**config.mk**
```make
export PLATFORM = sky130hd
export DESIGN_NAME = i2s_dac_tx
export DESIGN_NICKNAME = d
export VERILOG_FILES = /design/src/rtl/audio_pkg.sv /design/src/rtl/sync_fifo.sv /design/src/rtl/i2s_dac_tx.sv
export SDC_FILE = /design/constraint.sdc
export NUM_CORES = 1
export LEC_CHECK = 0
export BUFFER_PORTS_ARGS = -buffer_cell sky130_fd_sc_hd__clkbuf_2
export CAP_MARGIN = 20
export CORE_MARGIN = 2
export CORE_UTILIZATION = 40
export CTS_BUF_LIST = sky130_fd_sc_hd__clkbuf_4 sky130_fd_sc_hd__clkbuf_8
export DETAILED_ROUTE_END_ITERATION = 7
export HOLD_SLACK_MARGIN = 0.15
export PLACE_DENSITY = 0.66
export REMOVE_ABC_BUFFERS = 1
export SETUP_SLACK_MARGIN = 0.5
export SYNTH_ARGS = -nofsm -noshare
export SYNTH_HDL_FRONTEND = slang
export SYNTH_SLANG_ARGS = --single-unit
export TNS_END_PERCENT = 10
```
**constraint.sdc**
```tcl
create_clock -name clock -period 7.6 [get_ports clock]
set_input_delay 0.76 -clock clock [delete_from_list [all_inputs] [get_ports clock]]
set_output_delay 0.76 -clock clock [all_outputs]
set_load 0.02 [all_outputs]
```
**src/rtl/audio_pkg.sv**
```systemverilog
// Shared types for the audio output path.
// Stereo sample layout, serialiser states, slot ids.
package audio_pkg;

   localparam int AUDIO_SAMPLE_W = 16;

   typedef struct packed {
      logic [AUDIO_SAMPLE_W-1:0] left;
      logic [AUDIO_SAMPLE_W-1:0] right;
   } stereo_t;

   typedef enum logic {
      IDLE = 1'b0,
      RUN  = 1'b1
   } i2s_state_t;

   localparam logic I2S_LEFT  = 1'b0;
   localparam logic I2S_RIGHT = 1'b1;

endpackage

```
**src/rtl/sync_fifo.sv**
```systemverilog
// First-word-fall-through synchronous FIFO.
// A full FIFO still accepts a push when a pop happens in the same cycle.
module sync_fifo #(
   parameter int DWIDTH = 32,
   parameter int DEPTH  = 8
) (
   input  logic                     clock,
   input  logic                     reset,
   input  logic                     push,
   input  logic                     pop,
   input  logic [DWIDTH-1:0]        din,
   output logic [DWIDTH-1:0]        dout,
   output logic [$clog2(DEPTH):0]   level,
   output logic                     full,
   output logic                     empty
);

   localparam int AW = $clog2(DEPTH);
   localparam int LW = AW + 1;

   logic [DWIDTH-1:0] mem [DEPTH];
   logic [AW-1:0]     wr_ptr;
   logic [AW-1:0]     rd_ptr;
   logic              do_push;
   logic              do_pop;

   assign full    = (level == LW'(DEPTH));
   assign empty   = (level == '0);
   assign do_pop  = pop && !empty;
   assign do_push = push && (!full || do_pop);
   assign dout    = mem[rd_ptr];

   // storage write; contents need no reset, pointers define validity
   always_ff @(posedge clock) begin
      if (do_push) mem[wr_ptr] <= din;
   end

   // pointer and occupancy tracking
   always_ff @(posedge clock or negedge reset) begin
      if (!reset) begin
         wr_ptr <= '0;
         rd_ptr <= '0;
         level  <= '0;
      end else begin
         if (do_push) wr_ptr <= wr_ptr + 1'b1;
         if (do_pop)  rd_ptr <= rd_ptr + 1'b1;
         level <= level + LW'(do_push) - LW'(do_pop);
      end
   end

endmodule

```
**src/rtl/i2s_dac_tx.sv**
```systemverilog
// I2S stereo transmitter fed by a sample FIFO.
// Divider, bit counter, FSM, shifter and sticky flags.
module i2s_dac_tx
   import audio_pkg::*;
#(
   parameter int DWIDTH   = 32,
   parameter int SAMPLE_W = 16,
   parameter int DEPTH    = 8,
   parameter int BCLK_DIV = 4
) (
   input  logic                     clock,
   input  logic                     reset,
   input  logic [DWIDTH-1:0]        outport,
   input  logic                     output_valid,
   input  logic                     enable,
   input  logic                     clr_flags,
   output logic                     i2s_bclk,
   output logic                     i2s_lrclk,
   output logic                     i2s_sdata,
   output logic [$clog2(DEPTH):0]   fifo_level,
   output logic                     overflow,
   output logic                     underflow
);

   localparam int BW = $clog2(2 * SAMPLE_W);
   localparam int DW = (BCLK_DIV > 1) ? $clog2(BCLK_DIV) : 1;
   localparam logic [BW-1:0] LAST_BIT = BW'(2 * SAMPLE_W - 1);
   localparam logic [BW-1:0] R_SLOT   = BW'(SAMPLE_W);
   localparam logic [DW-1:0] DIV_TC   = DW'(BCLK_DIV - 1);

   i2s_state_t        state;
   i2s_state_t        state_nxt;
   logic [DW-1:0]     divcnt;
   logic [BW-1:0]     bitcnt;
   logic [BW-1:0]     bit_nxt;
   logic [DWIDTH-1:0] shifter;
   logic [DWIDTH-1:0] fifo_dout;
   logic              fifo_full;
   logic              fifo_empty;
   logic              tc;
   logic              fall;
   logic              wrap;
   logic              frame_start;
   logic              ov_evt;
   logic              un_evt;
   stereo_t           sample;

   assign sample  = stereo_t'(fifo_dout);
   assign tc      = (divcnt == DIV_TC);
   assign fall    = (state == RUN) && tc && i2s_bclk;
   assign wrap    = fall && (bitcnt == LAST_BIT);
   assign bit_nxt = bitcnt + 1'b1;
   assign ov_evt  = output_valid && fifo_full
                    && !(frame_start && !fifo_empty);
   assign un_evt  = frame_start && fifo_empty;

   sync_fifo #(
      .DWIDTH (DWIDTH),
      .DEPTH  (DEPTH)
   ) u_fifo (
      .clock (clock),
      .reset (reset),
      .push  (output_valid),
      .pop   (frame_start),
      .din   (outport),
      .dout  (fifo_dout),
      .level (fifo_level),
      .full  (fifo_full),
      .empty (fifo_empty)
   );

   // state register
   always_ff @(posedge clock or negedge reset) begin
      if (!reset) state <= IDLE;
      else        state <= state_nxt;
   end

   // next state; enable only matters on frame boundaries
   always_comb begin
      state_nxt   = state;
      frame_start = 1'b0;
      unique case (state)
         IDLE: begin
            if (enable) begin
               state_nxt   = RUN;
               frame_start = 1'b1;
            end
         end
         RUN: begin
            if (wrap) begin
               if (enable) frame_start = 1'b1;
               else        state_nxt   = IDLE;
            end
         end
      endcase
   end

   // divider, bit counter, shifter and line drivers
   always_ff @(posedge clock or negedge reset) begin
      if (!reset) begin
         divcnt    <= '0;
         bitcnt    <= '0;
         shifter   <= '0;
         i2s_bclk  <= 1'b0;
         i2s_lrclk <= I2S_LEFT;
         i2s_sdata <= 1'b0;
      end else if (state_nxt == IDLE) begin
         divcnt    <= '0;
         bitcnt    <= '0;
         shifter   <= '0;
         i2s_bclk  <= 1'b0;
         i2s_lrclk <= I2S_LEFT;
         i2s_sdata <= 1'b0;
      end else if (frame_start) begin
         divcnt    <= '0;
         bitcnt    <= '0;
         i2s_bclk  <= 1'b0;
         i2s_lrclk <= I2S_LEFT;
         // previous frame's right LSB goes out in slot 0
         i2s_sdata <= shifter[DWIDTH-1];
         if (fifo_empty) shifter <= '0;
         else            shifter <= {sample.left, sample.right};
      end else begin
         if (tc) begin
            divcnt   <= '0;
            i2s_bclk <= ~i2s_bclk;
         end else begin
            divcnt <= divcnt + 1'b1;
         end
         if (fall) begin
            bitcnt    <= bit_nxt;
            i2s_sdata <= shifter[DWIDTH-1];
            shifter   <= {shifter[DWIDTH-2:0], 1'b0};
            i2s_lrclk <= (bit_nxt >= R_SLOT) ? I2S_RIGHT : I2S_LEFT;
         end
      end
   end

   // sticky flags; a new event beats a clear in the same cycle
   always_ff @(posedge clock or negedge reset) begin
      if (!reset) begin
         overflow  <= 1'b0;
         underflow <= 1'b0;
      end else begin
         overflow  <= ov_evt | (overflow & ~clr_flags);
         underflow <= un_evt | (underflow & ~clr_flags);
      end
   end

endmodule

```
==> results of run 1 <==
[power groups by stage]
stage,logic [mW],clock network (mW),registers (mW)
floorplan,0.220,0,2.19
global placement,0.390,0,2.17
detailed placement,0.423,0,2.19
CTS,0.423,1.32,2.15
global route,0.466,1.40,2.17
finish,0.423,1.28,2.15
[final cells by class]
class                      instances  area [sq um]
fill                            2468         16000
sequential                       310          9040
multi-input combinational        269          2950
clock buffer                      68           811
tap                              390           488
timing repair buffer              60           428
clock inverter                    17          82.6
inverter                          13          51.3
antenna                            2          5.00
[metal layers]
| metal | vias up | GRT usage [%] |
|---|---|---|
| met3 | 35 | 3.03 |
| met2 | 145 | 24.3 |
| met1 | 3065 | 20.4 |
| met4 | 0 | 4.23 |
| met5 | - | 0 |
| li1 | 2702 | - |
[worst reg2reg max path, cell delays in order (launching register included)]
cell and delay, ps:
dfrtp_1 420, ha_1 220, and3_1 160, ha_1 130, buf_4 340, nand3_1 160, nand2_1 140, nand3_2 540
inv_4 330, o211ai_1 330, nor3b_2 270, buf_4 460
[registers in the layout (all words and copies together), names as in the netlist]
register and cells:
u_fifo.level 4, bitcnt 4, u_fifo.wr_ptr 3, shifter 32, divcnt 2, state 1, i2s_bclk 1, overflow 1
i2s_sdata 1, u_fifo.rd_ptr 3, i2s_lrclk 1, underflow 1, u_fifo.mem 256
[cells in the final DEF, fill, tap and decap left out, types with 20 or more instances in the layout]
cell,n
a21oi_1,37
clkbuf_2,45
clkbuf_4,20
clkbuf_8,48
dfrtp_1,51
edfxtp_1,256
mux2i_1,32
mux4_2,64
nor3b_1,33
o22ai_1,31
[worst paths after layout]
kind | cells past startpoint | endpoint | slack [ps] | start
worst max register to register | 11 | u_fifo.mem[5][27] | 3700 | bitcnt[0]
max in group asynchronous | 2 | u_fifo.rd_ptr[1] | 6780 | reset
min in group clock | 1 | divcnt[0] | 440 | divcnt[0]
worst min register to register | 1 | divcnt[0] | 440 | divcnt[0]
worst min-delay path | 2 | u_fifo.level[2] | 330 | reset
worst max-delay path | 11 | u_fifo.mem[5][27] | 3700 | bitcnt[0]
[logic make-up after synthesis]
group | after synthesis | synth area share [%]
flip-flops | 310 | 74.0
multiplexers | 98 | 14.6
AO/OA/AOI/OAI | 81 | 3.82
AND/OR/NAND/NOR | 71 | 3.52
buffers and inverters | 50 | 2.26
adder cells (fa/ha/maj) | 12 | 1.29
XOR/XNOR | 7 | 0.502
[per-stage QoR]
stage / total power, mW / cells / hold slack, ps
final: 3.85 / 1129 / 330
after CTS: 3.90 / 1123 / 334
after detailed placement: 2.61 / 1038 / 434
after floorplan: 2.41 / 592 / 415
after global placement: 2.56 / 1036 / 426
after global routing: 4.03 / 1127 / 371
==> reports/metrics.yaml, run 1 <==
synthesis:
  syn_inst: 629
  yosysTopAreaCell: "edfxtp_1"
  synthDominantCellAreaShare_pct: 62.9
  synth_edf_count: 256
  synth_area_sq_um: 12200
  yosysUniqueCellTypes: 40
  syn_avg_cell_area_sq_um: 19.4
  synthMostInstantiatedCell: "edfxtp_1"
  synth_common_cells: "edfxtp_1, mux4_2, dfrtp_1"
  ys_seq_elements: 310
  synth_flop_cell: "edfxtp_1"
  synth_area_leaders: "edfxtp_1, mux4_2, dfrtp_1"
  ys_async_sr_fraction_pct: 17.4
  synth_warnings: 0
  ys_seq_area_share_pct: 74.0
worst_setup_path:
  cpMaxStageDelayCell: "nand3_2"
  timing.critical_path.from_type: "register"
  crit_path_max_fanout: 39
  critPathCaptureType: "register"
  worstPathRequired_ps: 7780
  cp.arrival_ps: 4080
  cp_slowest_stage_delay_ps: 540
  critPathKind: "register to register"
  critPathBufInv: 3
  crit_family: "simple AND/OR/NAND/NOR gates"
  crit_chain: "ha_1, and3_1, ha_1, buf_4, nand3_1, nand2_1, nand3_2, inv_4, o211ai_1, nor3b_2, buf_4"
power:
  switchingPower_uw: 935
  p_sw_share_pct: 24.3
  p_seq_share_pct: 55.8
  cellPowerDensity_nw_per_um2: 278
  power_frac_comb_pct: 11.0
  p_int_mw: 2.92
  p_leak_nw: 4.49
  pwr-share-clk_pct: 33.2
  peakVddDrop_v: 0.000117
route:
  drc: 0
  top_layer: "met4"
  first_pass_iters: 5
  drtAntennaViolNets: 0
  vias: 5947
  drt_iter0_drc: 462
  met3WireLength_um: 1200
  met2_length_um: 11200
  viasPerCell: 5.27
  drt-total-wl_um: 23100
  wire_per_inst_um: 20.4
  wl_met1_um: 10300
finish:
  drive_gt1_share_pct: 28.9
  final_util_pct: 46.4
  design_area_sq_um: 13900
  syn_to_final_growth_pct: 13.5
  final_nets: 750
timing:
  timing.slew.headroom_pct: 37.7
  setup_viol: 0
  tightest_slew_ps: 935
  rsz0062_at_grt: "false"
  fin_crit_sh_pct: 51.3
  fmax_mhz: 256
  clock_skew_ps: 10.0
  timing.setup.tns_ps: 0
  drv_slew: 0
  fin_ws_ps: 3700
  layout_min_cycle_time_ps: 3900
  hold_viol: 0
grt:
  grt_pass1_vias: 6254
  grt.total_usage_pct: 14.9
  grt_max_degree: 76
  gr-total-overflow: 0
  antenna_found_initial: 2
  grt_pass1_wl_um: 35500
placed_design:
  placed_cell_area_sq_um: 12900
  pre_cts_ws_ps: 3390
  port_buffers: 45
  place_congestion: 0.727
  hpwl_um: 13700
clock_network:
  clk_pin_slew_worst_paths_ps: 60
  clockBufferDepth: 3
  cts_tree: "done"
  post_cts_buffers: 0
  cts_hold_buffers: 0
  cts_buffers: 47
  cts_resized: 0
  h-tree-depth: 2
  clockRootBuffer: "clkbuf_8"
  clk_latency_ps: 550
  cts_sinks: 310
job:
  max_cap_viol_count: 0
floorplan:
  core_area_sq_um: 29900
  start_util_pct: 40.9
  die_y_um: 179
  rows: 63
  die_area_sq_um: 32000
  design.portCount: 46
  die_width_um: 179
run_status:
  status: "finished, final reports clean"
hold_path:
  hp-class: "input pin to asynchronous set/reset pin"
Note: power is estimated with default switching activity, not from simulation.
==> inputs of run 2 (changes only) <==
clock period = 3.6 ns   (was 7.6 ns; I/O delays follow)
==> reports/metrics.yaml, run 2 (same netlist as run 1, synthesis figures left out) <==
timing:
  tightest_slew_ps: 1140  # was 935 ps
  clock_skew_ps: 24.7  # was 10.0 ps
  hold_viol: 0  # unchanged
  rsz0062_at_grt: "true"  # was false
  drv_slew: 0  # unchanged
  fin_crit_sh_pct: 80.3  # was 51.3%
  fmax_mhz: 346  # was 256 MHz
  timing.slew.headroom_pct: 24.2  # was 37.7%
  layout_min_cycle_time_ps: 2890  # was 3900 ps
  setup_viol: 0  # unchanged
  timing.setup.tns_ps: 0  # unchanged
clock_network:
  cts_resized: 0  # unchanged
  h-tree-depth: 2  # unchanged
  cts_buffers: 50  # was 47
  clk_pin_slew_worst_paths_ps: 60  # about the same
  cts_sinks: 310  # unchanged
  cts_tree: "done"  # unchanged
  clockBufferDepth: 3  # unchanged
  clockRootBuffer: "clkbuf_8"  # unchanged
  clk_latency_ps: 570  # was 550 ps
placed_design:
  place_inst: 1042  # was 1038
  place_congestion: 0.695  # was 0.727
  port_buffers: 45  # unchanged
  hpwl_um: 13100  # was 13700 um
worst_setup_path:
  crit_path_max_fanout: 23  # was 39
  rr_startpoint: "bitcnt[0]"  # unchanged
  reg2reg_to: "u_fifo.mem[2][8]"  # was u_fifo.mem[5][27]
  critPathCaptureType: "register"  # unchanged
  rrSetupSlack_ps: 710  # was 3700 ps
  critPathKind: "register to register"  # unchanged
  worstPathRequired_ps: 3800  # was 7780 ps
  timing.critical_path.from_type: "register"  # unchanged
  cp.arrival_ps: 3090  # was 4080 ps
  reg2reg_depth: 10  # was 11
floorplan:
  core_area_sq_um: 29900  # unchanged
  rows: 63  # unchanged
  design.portCount: 46  # unchanged
  die_width_um: 179  # unchanged
  start_util_pct: 40.9  # unchanged
  die_area_sq_um: 32000  # unchanged
  die_y_um: 179  # unchanged
grt:
  grt_pass1_vias: 6706  # was 6254
  gr-total-overflow: 0  # unchanged
  grt_max_degree: 76  # unchanged
  grt_pass1_wl_um: 37000  # was 35500 um
  antenna_found_initial: 1  # was 2
  grt.total_usage_pct: 15.1  # was 14.9%
finish:
  syn_to_final_growth_pct: 17.5  # was 13.5%
  final_common_cell: "edfxtp_1"  # unchanged
  largest_reg_flops: 256  # unchanged
  layout_common_cells: "edfxtp_1, mux4_2, clkbuf_8"  # was edfxtp_1, mux4_2, dfrtp_1
  regMostFlops: "u_fifo.mem"  # unchanged
  final_nets: 792  # was 750
  top_regs: "u_fifo.mem: 256 flops, shifter: 32 flops"  # unchanged
  final_cell_count_no_fill: 1176  # was 1129
  drive_gt1_share_pct: 29.0  # was 28.9%
power:
  p_int_mw: 6.36  # was 2.92 mW
  power_frac_comb_pct: 10.8  # was 11.0%
  power_mw: 8.41  # was 3.85 mW
  p_leak_nw: 4.72  # was 4.49 nW
  pwr-share-clk_pct: 35.2  # was 33.2%
  p_seq_share_pct: 53.9  # was 55.8%
  cellPowerDensity_nw_per_um2: 586  # was 278 nW/um^2
  switchingPower_mw: 2.05  # was 935 uW
  peakVddDrop_v: 0.000281  # was 0.000117 V
  p_sw_share_pct: 24.4  # was 24.3%
route:
  drc: 0  # unchanged
  wire_per_inst_um: 19.8  # was 20.4 um
  drt-total-wl_um: 23300  # was 23100 um
  drtAntennaViolNets: 0  # unchanged
  drt_iter0_drc: 406  # was 462
  viasPerCell: 5.24  # was 5.27
  first_pass_iters: 4  # was 5
  vias: 6161  # was 5947
run_status:
  status: "finished, final reports clean"  # unchanged
hold_path:
  hp-class: "input pin to asynchronous set/reset pin"  # unchanged
job:
  max_cap_viol_count: 0  # unchanged
[run 2: changes by cell type in the layout (fill, tap and decap cells not counted), sizes merged]
cell | before | now
clkbuf | 113 | 120
buf | 15 | 18
inv | 14 | 16
dlygate4sd3 | 0 | 36
diode | 2 | 1
clkinvlp | 1 | 0
clkinv | 15 | 16
[run 2: stage by stage]
step / util [%] / worst slack (ps) / hold WS, ps / cell area, sq um
after floorplan: - / -1900 / 64.4 / 12000
after global placement: 43.2 / 538 / 425 / 12900
after detailed placement: 43.2 / 435 / 460 / 12900
after CTS: 47.8 / 408 / 449 / 14300
after global routing: 48.0 / 481 / 491 / 14300
final: 48.0 / 711 / 465 / 14300
[run 2: final cells by class]
| class | instances | area [sq um] |
|---|---|---|
| fillers | 2488 | 15500 |
| repair buffers | 99 | 798 |
| diodes | 1 | 2.50 |
| multi-input cells | 269 | 2950 |
| well taps | 390 | 488 |
| inverters | 13 | 51.3 |
| clock buffers | 75 | 907 |
| clock inverters | 19 | 104 |
| flip-flops and latches | 310 | 9040 |
[run 2: how the worst max path moves through the flow]
stage | slack (ps) | to | cells past startpoint | startpoint
2_1_floorplan | -1900 | u_fifo.mem[5][0] | 9 | bitcnt[0]
3_3_place_gp | 540 | u_fifo.mem[7][25] | 9 | bitcnt[0]
3_5_place_dp | 440 | u_fifo.mem[3][12] | 9 | bitcnt[0]
4_1_cts | 410 | u_fifo.mem[3][21] | 9 | bitcnt[0]
5_1_grt | 480 | u_fifo.mem[2][8] | 10 | bitcnt[0]
6_report | 710 | u_fifo.mem[2][8] | 10 | bitcnt[0]
[run 2: metal layers]
| layer | wire length, um | share of wire, % | GRT usage, % | vias to the layer above |
|---|---|---|---|---|
| met3 | 1150 | 4.9 | 3.12 | 44 |
| met2 | 11500 | 49 | 25.6 | 151 |
| met5 | 0 | 0 | 0 | - |
| li1 | - | - | - | 2787 |
| met1 | 10200 | 44 | 19.8 | 3179 |
| met4 | 441 | 1.9 | 4.47 | 0 |
[run 2: worst max-delay path, stage by stage (launching register included)]
cell	delay, ps
dfrtp_1	420
ha_1	220
and3_1	170
ha_1	170
nand3_1	100
nand2_1	140
nand3_2	120
inv_4	130
o21ai_1	230
nor2_4	350
buf_4	460
[run 2: power groups by stage]
stage | clock (mW) | sequential [mW] | combinational [mW]
after CTS | 3.05 | 4.54 | 0.896
after global placement | 0 | 4.58 | 0.822
after detailed placement | 0 | 4.61 | 0.861
after floorplan | 0 | 4.61 | 0.465
final | 2.96 | 4.53 | 0.910
after global routing | 3.22 | 4.57 | 1.01
[run 2: what timing repair did]
action | CTS | global route
pin swaps | 2 | 1
hold buffers | 36 | 0
endpoints found under the setup margin | 64 | 39
buffers inserted | 0 | 1
cloned | 0 | 0
hold endpoints to repair | 294 | 0
